==> src/rtl/midi_rx_msg_if.sv <==
// Output bundle of the MIDI receiver: byte strobe, parser state, message/realtime/error events.
// Latency: n/a (wires only).
// Backpressure: none; every strobe is a one-cycle pulse the consumer must catch.
//
// master : driven by midi_rx_msg
// slave  : consumer side
interface midi_rx_msg_if;
   logic       byteready;
   logic [7:0] databyte;
   logic [7:0] cur_status;
   logic [7:0] midi_bytes;
   logic       msg_valid;
   logic [7:0] msg_status;
   logic [7:0] msg_data1;
   logic [7:0] msg_data2;
   logic       rt_valid;
   logic [7:0] rt_byte;
   logic       frame_err;
   logic       sysex_active;

   modport master (
      output byteready, databyte, cur_status, midi_bytes,
             msg_valid, msg_status, msg_data1, msg_data2,
             rt_valid, rt_byte, frame_err, sysex_active
   );

   modport slave (
      input  byteready, databyte, cur_status, midi_bytes,
             msg_valid, msg_status, msg_data1, msg_data2,
             rt_valid, rt_byte, frame_err, sysex_active
   );
endinterface

==> src/rtl/midi_rx_msg.sv <==
// MIDI UART receiver (OVS oversampling, 3-sample majority) with running-status channel message parser.
// Latency: byteready 1 clk after stop-bit majority sample; msg_valid 1 clk after byteready.
// Backpressure: none; byteready/msg_valid/rt_valid/frame_err are single-cycle pulses.
//
// Ports: CLOCK_25 clock, iRST_N async active-low reset, midi_rxd raw serial line (idle high),
//        initial_reset sync clear/hold, bus (master) carries all receiver and parser outputs.
module midi_rx_msg #(
   parameter int CLK_HZ = 25000000,
   parameter int BAUD   = 31250,
   parameter int OVS    = 16
) (
   input  logic          CLOCK_25,
   input  logic          iRST_N,
   input  logic          midi_rxd,
   input  logic          initial_reset,
   midi_rx_msg_if.master bus
);

   localparam int DIV = CLK_HZ / (BAUD * OVS);
   localparam int DW  = (DIV > 1) ? $clog2(DIV) : 1;
   localparam int SW  = $clog2(OVS);

   localparam logic [DW-1:0] DIV_LAST = DW'(DIV - 1);
   localparam logic [SW-1:0] S_LAST   = SW'(OVS - 1);
   localparam logic [SW-1:0] S_M0     = SW'(OVS / 2 - 1);
   localparam logic [SW-1:0] S_M1     = SW'(OVS / 2);
   localparam logic [SW-1:0] S_M2     = SW'(OVS / 2 + 1);

   typedef enum logic [2:0] {IDLE, START, DATA, STOP, BREAK} state_t;

   state_t        state;
   logic          sync1, sync2, rx_prev;
   logic [DW-1:0] div_cnt;
   logic [SW-1:0] samp;
   logic [1:0]    ones;     // ones seen among the first two majority samples of this bit
   logic [2:0]    bit_cnt;
   logic [7:0]    shreg;
   logic [7:0]    data1;
   logic [1:0]    need;     // data bytes per message for the current channel status

   logic          rx, tick, maj;
   logic [7:0]    next_cnt;

   assign rx       = sync2;
   assign tick     = (div_cnt == DIV_LAST);
   // third sample is the live line value, so the majority is ready on the last sample tick
   assign maj      = (ones == 2'd2) || ((ones == 2'd1) && rx);
   assign next_cnt = bus.midi_bytes + 8'd1;

   always_ff @(posedge CLOCK_25 or negedge iRST_N) begin
      if (!iRST_N) begin
         sync1            <= 1'b1;
         sync2            <= 1'b1;
         rx_prev          <= 1'b0;
         state            <= IDLE;
         div_cnt          <= '0;
         samp             <= '0;
         ones             <= '0;
         bit_cnt          <= '0;
         shreg            <= '0;
         data1            <= '0;
         need             <= '0;
         bus.byteready    <= 1'b0;
         bus.databyte     <= '0;
         bus.cur_status   <= '0;
         bus.midi_bytes   <= '0;
         bus.msg_valid    <= 1'b0;
         bus.msg_status   <= '0;
         bus.msg_data1    <= '0;
         bus.msg_data2    <= '0;
         bus.rt_valid     <= 1'b0;
         bus.rt_byte      <= '0;
         bus.frame_err    <= 1'b0;
         bus.sysex_active <= 1'b0;
      end else begin
         sync1   <= midi_rxd;
         sync2   <= sync1;
         rx_prev <= sync2;

         bus.byteready <= 1'b0;
         bus.msg_valid <= 1'b0;
         bus.rt_valid  <= 1'b0;
         bus.frame_err <= 1'b0;

         if (initial_reset) begin
            state            <= IDLE;
            div_cnt          <= '0;
            samp             <= '0;
            ones             <= '0;
            bit_cnt          <= '0;
            data1            <= '0;
            need             <= '0;
            bus.cur_status   <= '0;
            bus.midi_bytes   <= '0;
            bus.sysex_active <= 1'b0;
         end else begin
            div_cnt <= tick ? '0 : div_cnt + 1'b1;

            case (state)
               IDLE: begin
                  if (rx_prev && !rx) begin
                     state   <= START;
                     div_cnt <= '0;
                     samp    <= '0;
                     ones    <= '0;
                  end
               end

               START, DATA, STOP: begin
                  if (tick) begin
                     samp <= (samp == S_LAST) ? '0 : samp + 1'b1;
                     if (samp == S_M0 || samp == S_M1)
                        ones <= ones + {1'b0, rx};
                     if (samp == S_M2) begin
                        if (state == START && maj)
                           state <= IDLE;               // glitch, not a start bit
                        if (state == DATA)
                           shreg <= {maj, shreg[7:1]};
                        if (state == STOP) begin
                           if (maj) begin
                              // good stop: report now, do not wait for the bit to end
                              state         <= IDLE;
                              bus.byteready <= 1'b1;
                              bus.databyte  <= shreg;
                              bus.rt_valid  <= (shreg >= 8'hF8);
                              bus.rt_byte   <= shreg;
                           end else begin
                              state         <= BREAK;
                              samp          <= '0;
                              bus.frame_err <= 1'b1;
                           end
                        end
                     end
                     if (samp == S_LAST) begin
                        ones <= '0;
                        if (state == START) begin
                           state   <= DATA;
                           bit_cnt <= '0;
                        end
                        if (state == DATA) begin
                           bit_cnt <= bit_cnt + 1'b1;
                           if (bit_cnt == 3'd7)
                              state <= STOP;
                        end
                     end
                  end
               end

               BREAK: begin
                  // need one uninterrupted bit time of idle line before rearming
                  if (!rx) begin
                     div_cnt <= '0;
                     samp    <= '0;
                  end else if (tick) begin
                     if (samp == S_LAST) begin
                        state <= IDLE;
                        samp  <= '0;
                     end else begin
                        samp <= samp + 1'b1;
                     end
                  end
               end

               default: state <= IDLE;
            endcase

            // parser works on the byte presented in the byteready cycle
            if (bus.byteready) begin
               if (bus.databyte >= 8'hF8) begin
                  // realtime: already flagged, parser state untouched
               end else if (bus.databyte >= 8'hF1) begin
                  bus.cur_status   <= '0;
                  bus.midi_bytes   <= '0;
                  bus.sysex_active <= 1'b0;
               end else if (bus.databyte == 8'hF0) begin
                  bus.cur_status   <= 8'hF0;
                  bus.midi_bytes   <= '0;
                  bus.sysex_active <= 1'b1;
               end else if (bus.databyte[7]) begin
                  bus.cur_status   <= bus.databyte;
                  bus.midi_bytes   <= '0;
                  bus.sysex_active <= 1'b0;
                  need             <= (bus.databyte[7:5] == 3'b110) ? 2'd1 : 2'd2;
               end else if (bus.cur_status == 8'h00) begin
                  // stray data with no status: dropped
               end else if (bus.sysex_active) begin
                  if (bus.midi_bytes != 8'hFF)
                     bus.midi_bytes <= next_cnt;
               end else if (next_cnt == {6'd0, need}) begin
                  bus.msg_valid  <= 1'b1;
                  bus.msg_status <= bus.cur_status;
                  bus.msg_data1  <= (need == 2'd1) ? bus.databyte : data1;
                  bus.msg_data2  <= (need == 2'd1) ? 8'h00 : bus.databyte;
                  bus.midi_bytes <= '0;           // status kept for running status
               end else begin
                  data1          <= bus.databyte;
                  bus.midi_bytes <= next_cnt;
               end
            end
         end
      end
   end

endmodule

==> src/flat_wrapper.sv <==
// flat-port wrapper written by rule: the top's interface ports become plain ports
module midi_rx_msg_flat 
#(
   parameter int CLK_HZ = 25000000,
   parameter int BAUD   = 31250,
   parameter int OVS    = 16
)
  (CLOCK_25, iRST_N, midi_rxd, initial_reset, bus_byteready, bus_databyte, bus_cur_status, bus_midi_bytes, bus_msg_valid, bus_msg_status, bus_msg_data1, bus_msg_data2, bus_rt_valid, bus_rt_byte, bus_frame_err, bus_sysex_active);
  midi_rx_msg_if bus_i ();
  input  logic CLOCK_25;
  input  logic iRST_N;
  input  logic midi_rxd;
  input  logic initial_reset;
  output wire logic [$bits(bus_i.byteready)-1:0] bus_byteready;
  output wire logic [$bits(bus_i.databyte)-1:0] bus_databyte;
  output wire logic [$bits(bus_i.cur_status)-1:0] bus_cur_status;
  output wire logic [$bits(bus_i.midi_bytes)-1:0] bus_midi_bytes;
  output wire logic [$bits(bus_i.msg_valid)-1:0] bus_msg_valid;
  output wire logic [$bits(bus_i.msg_status)-1:0] bus_msg_status;
  output wire logic [$bits(bus_i.msg_data1)-1:0] bus_msg_data1;
  output wire logic [$bits(bus_i.msg_data2)-1:0] bus_msg_data2;
  output wire logic [$bits(bus_i.rt_valid)-1:0] bus_rt_valid;
  output wire logic [$bits(bus_i.rt_byte)-1:0] bus_rt_byte;
  output wire logic [$bits(bus_i.frame_err)-1:0] bus_frame_err;
  output wire logic [$bits(bus_i.sysex_active)-1:0] bus_sysex_active;
  assign bus_byteready = bus_i.byteready;
  assign bus_databyte = bus_i.databyte;
  assign bus_cur_status = bus_i.cur_status;
  assign bus_midi_bytes = bus_i.midi_bytes;
  assign bus_msg_valid = bus_i.msg_valid;
  assign bus_msg_status = bus_i.msg_status;
  assign bus_msg_data1 = bus_i.msg_data1;
  assign bus_msg_data2 = bus_i.msg_data2;
  assign bus_rt_valid = bus_i.rt_valid;
  assign bus_rt_byte = bus_i.rt_byte;
  assign bus_frame_err = bus_i.frame_err;
  assign bus_sysex_active = bus_i.sysex_active;
  midi_rx_msg #(.CLK_HZ(CLK_HZ), .BAUD(BAUD), .OVS(OVS)) u_core (.CLOCK_25(CLOCK_25), .iRST_N(iRST_N), .midi_rxd(midi_rxd), .initial_reset(initial_reset), .bus(bus_i));
endmodule
==> config.mk <==
export PLATFORM = sky130hd
export DESIGN_NAME = midi_rx_msg_flat
export DESIGN_NICKNAME = d
export VERILOG_FILES = /design/src/rtl/midi_rx_msg_if.sv /design/src/rtl/midi_rx_msg.sv /design/src/flat_wrapper.sv
export SDC_FILE = /design/constraint.sdc
export NUM_CORES = 1
export LEC_CHECK = 0
export BUFFER_PORTS_ARGS = -buffer_cell sky130_fd_sc_hd__buf_4
export CAP_MARGIN = 5
export CORE_MARGIN = 10
export CORE_UTILIZATION = 35
export CTS_BUF_LIST = sky130_fd_sc_hd__clkbuf_8 sky130_fd_sc_hd__clkbuf_16
export CTS_CLUSTER_SIZE = 40
export DETAILED_ROUTE_END_ITERATION = 10
export PLACE_DENSITY = 0.63
export SLEW_MARGIN = 0
export SYNTH_ARGS = -nofsm -noshare
export SYNTH_HDL_FRONTEND = slang
export SYNTH_SLANG_ARGS = --single-unit
==> constraint.sdc <==
create_clock -name CLOCK_25 -period 2.9 [get_ports CLOCK_25]
set_input_delay 0.145 -clock CLOCK_25 [delete_from_list [all_inputs] [get_ports CLOCK_25]]
set_output_delay 0.145 -clock CLOCK_25 [all_outputs]
set_load 0.01 [all_outputs]
==> impl_metrics.json <==
{
  "postCtsSetupRepairBufs": 0,
  "multi_input_area_um2": 2030,
  "rrSetupSlack_ns": 0.46,
  "cpPeakStageDelay_ns": 0.48,
  "power_frac_clock_pct": 44.6,
  "die_y_um": 134,
  "track_usage_pct": 11.6,
  "cts_sinks": 89,
  "clockRootBuffer": "clkbuf_16",
  "post_drt_wl_per_cell_um": 15.5,
  "netSwitchingFraction_pct": 24.2,
  "slew_violations": 0,
  "pwr-share-seq_pct": 50.4,
  "start_util_pct": 35.8,
  "dpl.hpwl_um": 7570,
  "final_cell_mix": "dfrtp_1 (87), buf_4 (69), nand2_1 (39), inv_1 (28), nor2_1 (28)",
  "ys_seq_area_share_pct": 49.2,
  "diodes": 0,
  "routabilityCongestion": 0.865,
  "hold_class": "input port to flop",
  "tns_ns": 0,
  "worst-path-buf-inv": 1,
  "finalClockSkew_ns": 0.00934,
  "worstPathArrival_ns": 2.67,
  "crit_slowest_cell": "dfrtp_1",
  "maxSlewHeadroom_pct": 45.6,
  "rows": 41,
  "crit_path_max_fanout": 16,
  "post_cts_resized": 0,
  "cts_tree": "yes",
  "path_delay_family": "compound AO/OA/AOI/OAI gates",
  "rsz0062_at_grt": "false",
  "drc": 0,
  "viasPerCell": 5.09,
  "vias": 3373,
  "cts_made_buffers": 9,
  "clock_latency_ns": 0.35,
  "grt_max_degree": 67,
  "worst_setup_path_end_kind": "flop",
  "yosysUniqueCellTypes": 59,
  "wirelength_um": 10300,
  "setup_violations": 0,
  "drtIter0Drc": 261,
  "netlist_area_um2": 4530,
  "synth_ff_type": "dfrtp_1",
  "ant_nets": 0,
  "peakVddDrop_mv": 0.304,
  "path_clk_slew_ns": 0.07,
  "synthCells": 430,
  "fp.dieW_um": 134,
  "p_total_uw": 2520,
  "drv_cap": 0,
  "r2r-start": "u_core.bus.midi_bytes[0]",
  "drive_gt1_share_pct": 27.3,
  "pin_count": 65,
  "internal_power_uw": 1910,
  "hp-start": "initial_reset",
  "min_period_over_period_pct": 84.0,
  "cp.required_ns": 3.13,
  "combPwrFrac_pct": 5.0,
  "status": "finished clean",
  "p_per_area_nw_per_um2": 466,
  "synth_area_per_cell_um2": 10.5,
  "drtPass1Iterations": 4,
  "start_kind": "flop",
  "clockBufferDepth": 2,
  "cts_hold_buf": 2,
  "p_leak_uw": 0.00258,
  "final_common_cell": "dfrtp_1",
  "num-fill-cells": 1216,
  "tightest_slew_ns": 0.816,
  "die_area_um2": 17900,
  "period_minus_slack_ns": 2.44,
  "worstSetupPathType": "flop to flop",
  "synth-async-reset-ratio_pct": 100,
  "switching_power_uw": 610,
  "final_nets": 499,
  "grt_antenna_before_repair": 0,
  "grt_overflow_total": 0,
  "grt_pass1_vias": 3320,
  "final-hold-violation-count": 0,
  "core_um2": 12700,
  "cts-htree-levels": 3,
  "grt_pass1_wl_um": 17100,
  "crit_path_cell_trace": "ha_1 -> a21boi_1 -> a21oi_1 -> o32ai_2 -> nand4_4 -> buf_4 -> mux2i_1",
  "ff_latch_area_um2": 2230,
  "crit_start": "u_core.bus.midi_bytes[0]",
  "ys.warnings.count": 0,
  "syn_to_final_growth_pct": 19.4,
  "synth_seq_cells": 89,
  "synth_edf_count": 0,
  "fmax_ghz": 0.410,
  "io_buffers": 62
}
## final cells by class
class	instances	area share, %
Inverter	28	1.94
Tap cell	172	3.98
Sequential cell	89	41.2
Clock buffer	10	4.42
Timing Repair Buffer	71	9.94
Multi-Input combinational cell	287	37.6
Clock inverter	6	0.925
## layer usage
metal	wire, um	GRT usage (%)
met1	4710	14.8
met4	150	5.02
met5	0	0
met3	530	2.91
met2	4900	18.4
## synth_stat cells, drive strengths merged (3+ instances only)
cell    count  area (um2)
o22ai       9        56.3
and3        3        18.8
mux2       35         439
a22o        6        52.6
nand4       5        46.3
o32ai       4        42.6
and2        3        18.8
nor3        8        40.0
nand3b      7        52.6
nand2      39         146
a31oi       3        18.8
dfrtp      87        2180
mux2i       7        70.1
a21oi      14        70.1
nand2b     14        87.6
a21boi      3        22.5
o21ai      26         130
nand3      13        65.1
clkbuf     10        37.5
xnor2       6        52.6
ha          9         113
inv        28         105
nor2b       3        18.8
nor2       28         105
xor2        4        35.0
nor4        5        43.8
o31ai       4        35.0
buf        17         129
## flip-flops by register name (all words and copies together), names as in the netlist, 2 cells and up
name                   count
u_core.bus.rt_byte         8
u_core.samp                4
u_core.need                2
u_core.bus.msg_data1       7
u_core.bus.msg_data2       7
u_core.div_cnt             6
u_core.bus.cur_status      8
u_core.state               3
u_core.data1               7
u_core.bit_cnt             3
u_core.bus.midi_bytes      8
u_core.shreg               8
u_core.bus.msg_status      8
u_core.ones                2
## path summary, 6_finish.rpt
kind,end,cells after the start
max,u_core.bus.msg_data2[1],7
min,u_core.need[0],2
max reg2reg,u_core.bus.msg_data2[1],7
min reg2reg,u_core.rx,0
max in group asynchronous,u_core.rx,3
min in group asynchronous,u_core.bus.msg_data1[1],2
## power by group through the flow
stage | sequential (uW) | clock [uW] | combinational, uW
global placement | 1290 | 0 | 123
CTS | 1270 | 1160 | 130
detailed placement | 1290 | 0 | 128
floorplan | 1290 | 0 | 79.9
global route | 1270 | 1210 | 145
finish | 1270 | 1130 | 127
## worst reg2reg max path, cell delays in order, from the launching register on
cell and delay (ns):
dfrtp_1 0.48, ha_1 0.35, a21boi_1 0.20, a21oi_1 0.12, o32ai_2 0.34, nand4_4 0.38, buf_4 0.33, mux2i_1 0.13
## cell families after synthesis
group | synth area share [%]
flops | 49.2
mux | 11.2
other cells | 0.0828
compound gates | 12.8
fa+ha+maj | 2.49
buf+inv | 5.99
xor+xnor | 1.93
simple gates | 16.3
## per-stage QoR
step	utilization (%)	std cells	setup slack [ns]	hold slack, ns	area [um2]
after global placement	40.3	645	0.525	0.254	5100
after detailed placement	40.3	645	0.464	0.256	5100
final	42.7	663	0.463	0.192	5410
after floorplan	-	431	0.752	-0.151	4530
after CTS	42.7	663	0.453	0.182	5410
after global routing	42.7	663	0.274	0.204	5410
No activity file was read; power rests on OpenSTA's default activity.
